**config.mk**
```make
export PLATFORM = sky130hd
export DESIGN_NAME = d5m_frame_gate
export DESIGN_NICKNAME = d
export VERILOG_FILES = /design/src/rtl/d5m_frame_gate.sv
export SDC_FILE = /design/constraint.sdc
export NUM_CORES = 1
export LEC_CHECK = 0
export ABC_AREA = 1
export BUFFER_PORTS_ARGS = -buffer_cell sky130_fd_sc_hd__buf_2
export CORE_ASPECT_RATIO = 2
export CORE_MARGIN = 1.5
export CORE_UTILIZATION = 35
export DETAILED_ROUTE_END_ITERATION = 8
export PLACE_DENSITY = 0.67
export SKIP_LAST_GASP = 1
export SLEW_MARGIN = 15
export SYNTH_ARGS = -nofsm -noshare
export SYNTH_HDL_FRONTEND = slang
export SYNTH_SLANG_ARGS = --single-unit
```
**constraint.sdc**
```tcl
create_clock -name CLK -period 1.7 [get_ports CLK]
set_input_delay 0.34 -clock CLK [delete_from_list [all_inputs] [get_ports CLK]]
set_output_delay 0.34 -clock CLK [all_outputs]
set_load 0.05 [all_outputs]
```
**src/rtl/d5m_frame_gate.sv**
```systemverilog
// d5m_frame_gate
// Watches the raw D5M stream (FVAL/LVAL/12-bit data). After a software arm it
// forwards exactly one complete frame, cropped to a programmable window, as a
// registered pixel/valid stream with window-relative coordinates. It also
// reports busy, a one-cycle done pulse, a sticky short-frame error and a count
// of the pixels it kept.
// Build option: define DECIMATE_2X_EN to keep only the even window-relative
// columns and lines, with halved output coordinates.
module d5m_frame_gate #(
    parameter int unsigned X_START = 0,
    parameter int unsigned Y_START = 0,
    parameter int unsigned WIN_W   = 640,
    parameter int unsigned WIN_H   = 480,
    parameter int unsigned COORD_W = 12,
    parameter int unsigned CNT_W   = 20
) (
    input  logic               CLK,
    input  logic               RST,
    input  logic               iFVAL,
    input  logic               iLVAL,
    input  logic [11:0]        iDATA,
    input  logic               iARM,
    output logic [11:0]        oDATA,
    output logic               oDATA_VAL,
    output logic [COORD_W-1:0] oX,
    output logic [COORD_W-1:0] oY,
    output logic               oBUSY,
    output logic               oFRAME_DONE,
    output logic               oERR,
    output logic [CNT_W-1:0]   oPIX_COUNT
);

    typedef enum logic [1:0] {
        IDLE,
        WAIT_SOF,
        CAPTURE,
        DONE
    } state_t;

`ifdef DECIMATE_2X_EN
    localparam longint unsigned EXP_FULL = 64'(WIN_W / 2) * 64'(WIN_H / 2);
`else
    localparam longint unsigned EXP_FULL = 64'(WIN_W) * 64'(WIN_H);
`endif
    localparam logic [CNT_W-1:0] EXPECTED = CNT_W'(EXP_FULL);

    // Bounds are one bit wider than the counters so that a window ending
    // exactly at the top of the coordinate range is still representable.
    localparam logic [COORD_W:0]   X_LO  = (COORD_W+1)'(X_START);
    localparam logic [COORD_W:0]   X_HI  = (COORD_W+1)'(X_START + WIN_W);
    localparam logic [COORD_W:0]   Y_LO  = (COORD_W+1)'(Y_START);
    localparam logic [COORD_W:0]   Y_HI  = (COORD_W+1)'(Y_START + WIN_H);
    localparam logic [COORD_W-1:0] X_OFF = COORD_W'(X_START);
    localparam logic [COORD_W-1:0] Y_OFF = COORD_W'(Y_START);

    // Elaboration-time checks on the window geometry.
    generate
        if (EXP_FULL == 0 || EXP_FULL > ((64'd1 << CNT_W) - 64'd1)) begin : g_bad_expected
            $error("d5m_frame_gate: kept-pixel total must be nonzero and fit in CNT_W bits");
        end
        if (64'(X_START) + 64'(WIN_W) > (64'd1 << COORD_W) ||
            64'(Y_START) + 64'(WIN_H) > (64'd1 << COORD_W)) begin : g_bad_window
            $error("d5m_frame_gate: window exceeds the COORD_W coordinate range");
        end
`ifdef DECIMATE_2X_EN
        if ((WIN_W % 2) != 0 || (WIN_H % 2) != 0) begin : g_bad_decim
            $error("d5m_frame_gate: WIN_W and WIN_H must be even when decimating");
        end
`endif
    endgenerate

    state_t             state;
    state_t             state_next;
    logic               fval_d;
    logic               lval_d;
    logic               sof;
    logic               eol;
    logic               eof;
    logic               pix;
    logic [COORD_W-1:0] col;
    logic [COORD_W-1:0] line;
    logic [COORD_W-1:0] col_cur;
    logic [COORD_W-1:0] line_cur;
    logic [COORD_W-1:0] col_inc;
    logic [COORD_W-1:0] line_inc;
    logic [COORD_W-1:0] rel_x;
    logic [COORD_W-1:0] rel_y;
    logic               in_win;
    logic               capturing;
    logic               arm_accept;
    logic               keep;
    logic               count_hit;
    logic               finish_err;
    logic [CNT_W-1:0]   pix_count;
    logic [CNT_W-1:0]   pix_inc;

    assign sof = iFVAL & ~fval_d;
    assign eol = ~iLVAL & lval_d & iFVAL;
    assign eof = ~iFVAL & fval_d;
    assign pix = iFVAL & iLVAL;

    // The registered counters still hold the previous frame's values during
    // the SOF cycle, so that cycle's pixel is forced to column 0, line 0.
    assign col_cur  = sof ? '0 : col;
    assign line_cur = sof ? '0 : line;
    assign col_inc  = (&col)  ? col  : col  + COORD_W'(1);
    assign line_inc = (&line) ? line : line + COORD_W'(1);
    assign rel_x    = col_cur  - X_OFF;
    assign rel_y    = line_cur - Y_OFF;
    assign pix_inc  = pix_count + CNT_W'(1);

    // Decide whether the current sensor pixel lies inside the capture window.
    always_comb begin
        in_win = ({1'b0, col_cur}  >= X_LO) && ({1'b0, col_cur}  < X_HI) &&
                 ({1'b0, line_cur} >= Y_LO) && ({1'b0, line_cur} < Y_HI);
`ifdef DECIMATE_2X_EN
        in_win = in_win & ~rel_x[0] & ~rel_y[0];
`endif
    end

    // Compute the next state and the per-cycle capture strobes.
    always_comb begin
        state_next = state;
        capturing  = 1'b0;
        arm_accept = 1'b0;
        finish_err = 1'b0;
        case (state)
            IDLE: begin
                if (iARM) begin
                    arm_accept = 1'b1;
                    state_next = WAIT_SOF;
                end
            end
            WAIT_SOF: begin
                if (sof) begin
                    capturing  = 1'b1;
                    state_next = CAPTURE;
                end
            end
            CAPTURE: begin
                capturing = 1'b1;
            end
            DONE: begin
                state_next = IDLE;
            end
            default: begin
                state_next = IDLE;
            end
        endcase
        keep      = capturing & pix & in_win;
        count_hit = keep && (pix_inc == EXPECTED);
        // Reaching the full count takes priority over a same-cycle frame end.
        if (capturing) begin
            if (count_hit) begin
                state_next = DONE;
            end else if (eof) begin
                finish_err = 1'b1;
                state_next = DONE;
            end
        end
    end

    // Register the capture state.
    always_ff @(posedge CLK) begin
        if (RST) begin
            state <= IDLE;
        end else begin
            state <= state_next;
        end
    end

    // Delay FVAL/LVAL for edge detection, and track the sensor column and line.
    always_ff @(posedge CLK) begin
        if (RST) begin
            // Both delays start high: a frame already running at reset is not a SOF.
            fval_d <= 1'b1;
            lval_d <= 1'b1;
            col    <= '0;
            line   <= '0;
        end else begin
            fval_d <= iFVAL;
            lval_d <= iLVAL;
            if (sof) begin
                col  <= pix ? COORD_W'(1) : '0;
                line <= '0;
            end else if (eol) begin
                col  <= '0;
                line <= line_inc;
            end else if (pix) begin
                col  <= col_inc;
            end
        end
    end

    // Forward kept pixels and maintain the busy, done, error and count outputs.
    always_ff @(posedge CLK) begin
        if (RST) begin
            oDATA       <= '0;
            oDATA_VAL   <= 1'b0;
            oX          <= '0;
            oY          <= '0;
            oBUSY       <= 1'b0;
            oFRAME_DONE <= 1'b0;
            oERR        <= 1'b0;
            pix_count   <= '0;
        end else begin
            oDATA_VAL   <= keep;
            oFRAME_DONE <= (state_next == DONE);
            if (keep) begin
                oDATA     <= iDATA;
                pix_count <= pix_inc;
`ifdef DECIMATE_2X_EN
                oX <= {1'b0, rel_x[COORD_W-1:1]};
                oY <= {1'b0, rel_y[COORD_W-1:1]};
`else
                oX <= rel_x;
                oY <= rel_y;
`endif
            end
            if (arm_accept) begin
                oBUSY     <= 1'b1;
                oERR      <= 1'b0;
                pix_count <= '0;
            end
            if (finish_err) begin
                oERR <= 1'b1;
            end
            if (state == DONE) begin
                oBUSY <= 1'b0;
            end
        end
    end

    assign oPIX_COUNT = pix_count;

endmodule

```
==> results.md <==
- Outcome: finished, violations left
- Failing checks: negative setup slack
- Hold Fails Final Rpt: 0
- Initial Util: 35.81%
- Commonest non-fill, non-tap cell in the layout: nand2_1
- Floorplan row count: 56
- Final GP Congestion: 0.9273
- Clk root buf: clkbuf_16
- CTS tree: yes
- Detailed Place HPWL: 8498 µm
- GRT Overall Usage: 18.27%
- Worst-Margin Slew: 0.4040 ns
- Maximum root-to-sink buffer count: 2
- Worst Hold Class: in -> reg
- Per-cell routed wire length: 13.67 µm
- Peak VDD IR: 0.0004816 V
- Post-synth top area share: 42.29%
- Startpoint types: flip-flop
- Avg Inst Size Synth: 7.231 µm²
- Antenna diodes: 0
- Unrepaired setup endpoints after global routing: true
- CTS Buf Count: 9
- Final ANT Viol Nets: 0
- Endpoint type of the worst setup path: flip-flop
- Die height: 157.3 µm
- Synth Register Bits: 88
- Setup CP Type: reg -> reg
- CTS sink count: 88
- DRC viols: 0
- Grt ovf: 0
- Slew HR: 72.82%
- Routed WL: 11650 µm
- Initial antenna violation count: 0
- Mapped Area: 0.004165 mm²
- Synth Instances: 576
- Most frequent cells in the layout: nand2_1, buf_2, dfxtp_1
- Final min period: 1.761 ns
- H-tree levels: 3
- Unique masters post-synth: 35
- Yosys warnings: 0
- Iteration-0 DRC count of the detailed router: 179
- Drt first pass iters: 4
- Cell Pwr Density: 752.8 mW/mm²
- Max-slew violation count: 0
- Vias in the first global route: 3975
- Fraction of layout cells with a size suffix above 1: 37.48%
- Data arrival, critical path: 2.04 ns
- Hold Buf Count CTS: 0
- Syn_nets: 602
- Final setup viols: 4
- Die ar.: 0.01260 mm²
- Main area contributors after synthesis: dfxtp_1, nand2_1, nand3_1
- I/O Buffers: 76
- Leak: 2.466 nW
- Max Cap Viol: 0
- Via count: 4185
- Core Area: 0.01163 mm²
- I/O pin count: 77
- Final Worst Setup Slack: -0.06063 ns
- Largest net degree at the start of global routing: 39
- Worst-path maximum fanout: 5
- DP Worst Slack: -0.07584 ns
- Worst-path clk slew: 0.07 ns
- First-pass GRT wire length: 18000 µm
- Req. time, crit path: 1.97 ns
- Final layout net count: 728
- Synth-to-Final Area Change: 37.19%
- Fmax: 568.0 MHz
- Setup Skew: 0.01036 ns
- Die W: 80.14 µm
- Period utilization: 103.6%
- Post-synthesis sequential area ratio: 42.29%
- Utilization after layout: 49.13%
- Via density: 4.912
- Cell accounting for the most synthesized area: dfxtp_1
- Worst skew pair latency: 0.34 ns
## kinds of logic after synthesis
family                   count (synthesis)  synth area share (%)
AND/OR/NAND/NOR                        285                 30.88
AO/OA/AOI/OAI                           97                 13.64
buffers and inverters                   89                 8.801
flip-flops                              88                 42.29
adder cells (fa/ha/maj)                  9                 2.704
XOR/XNOR                                 8                 1.682
## per-layer routing
layer	vias to the layer above	routed length [µm]	track usage [%]
met3	28	363	2.667
met4	0	339	8.785
li1	2116	-	-
met1	1931	4270	17.84
met5	-	0	0
met2	110	6672	35.81
## sequential cells by signal (all words and copies together) (netlist names)
| signal | flops |
|---|---|
| oPIX_COUNT | 20 |
| col | 12 |
| line | 12 |
| oDATA | 12 |
| oX | 12 |
| oY | 12 |
| state | 2 |
| fval_d | 1 |
| lval_d | 1 |
| oBUSY | 1 |
| oDATA_VAL | 1 |
| oERR | 1 |
| oFRAME_DONE | 1 |
## cell type report
type	count	area [µm²]
multi-input cells	399	2305
clock buffers	9	225.2
fillers	1141	5917
repair buffers	131	858.3
inverters	73	284.0
clock inverters	7	60.06
flip-flops and latches	88	1800
well taps	145	181.4
## repair_timing
action | in CTS | in global routing
setup endpoints to repair | 11 | 75
hold endpoints to repair | 0 | 0
gates cloned | 0 | 0
buffers inserted | 1 | 6
resized for setup | 19 | 73
pin swaps | 6 | 29
## worst paths after layout
check / startpoint / cells past startpoint / endpoint / slack, ns
hold reg to reg: oY[9] / 2 / oY[9] / 0.43
setup / recovery: oPIX_COUNT[1] / 15 / oFRAME_DONE / -0.06
setup reg to reg: oPIX_COUNT[1] / 15 / oFRAME_DONE / -0.06
hold / removal: iDATA[11] / 3 / oDATA[11] / 0.19
## cells in the mapped netlist (all sizes together)
cell    count
nor2       67
o32a        1
a21oi      29
dfxtp      88
a211oi      8
and3        1
inv        73
ha          9
nand3b      2
xnor2       4
o31ai       2
nand3      55
clkbuf      4
xor2        4
buf        12
nor3        5
nand2     143
nor4        1
nor3b       1
nand4      10
a31oi       3
o21ai      54
## power by group
group	total [mW]	leakage (nW)	internal [mW]	switching (mW)
registers	2.09	0.723	2.07	0.0142
logic	0.299	1.60	0.120	0.179
clock network	1.91	0.139	1.02	0.893
## stage by stage
stage | TNS [ns] | hold slack (ns) | instance area [µm²] | cells | power (mW)
2_1_floorplan | 0 | 0.4366 | 4205 | 576 | 2.282
3_3_place_gp | -0.1555 | 0.4177 | 5087 | 829 | 2.401
3_5_place_dp | -0.2879 | 0.4229 | 5087 | 829 | 2.408
4_1_cts | -0.02578 | 0.1792 | 5439 | 846 | 4.327
5_1_grt | -1.305 | 0.1843 | 5714 | 852 | 4.477
6_report | -0.1523 | 0.1872 | 5714 | 852 | 4.301
## critical path, cell delays in order, from the launching register on
cell and delay (ns):
dfxtp_4 0.37, buf_4 0.14, nand2_2 0.07, nor2_4 0.05, buf_4 0.12, nand2_1 0.06
nand2_2 0.06, nor2_2 0.13, nand2_2 0.08, nor2_2 0.13, nand3_2 0.07, nor2_2 0.12
nand2_2 0.08, nand3_2 0.07, nand2_2 0.07, nor2_2 0.08
Note: power is estimated with default switching activity, not from simulation.
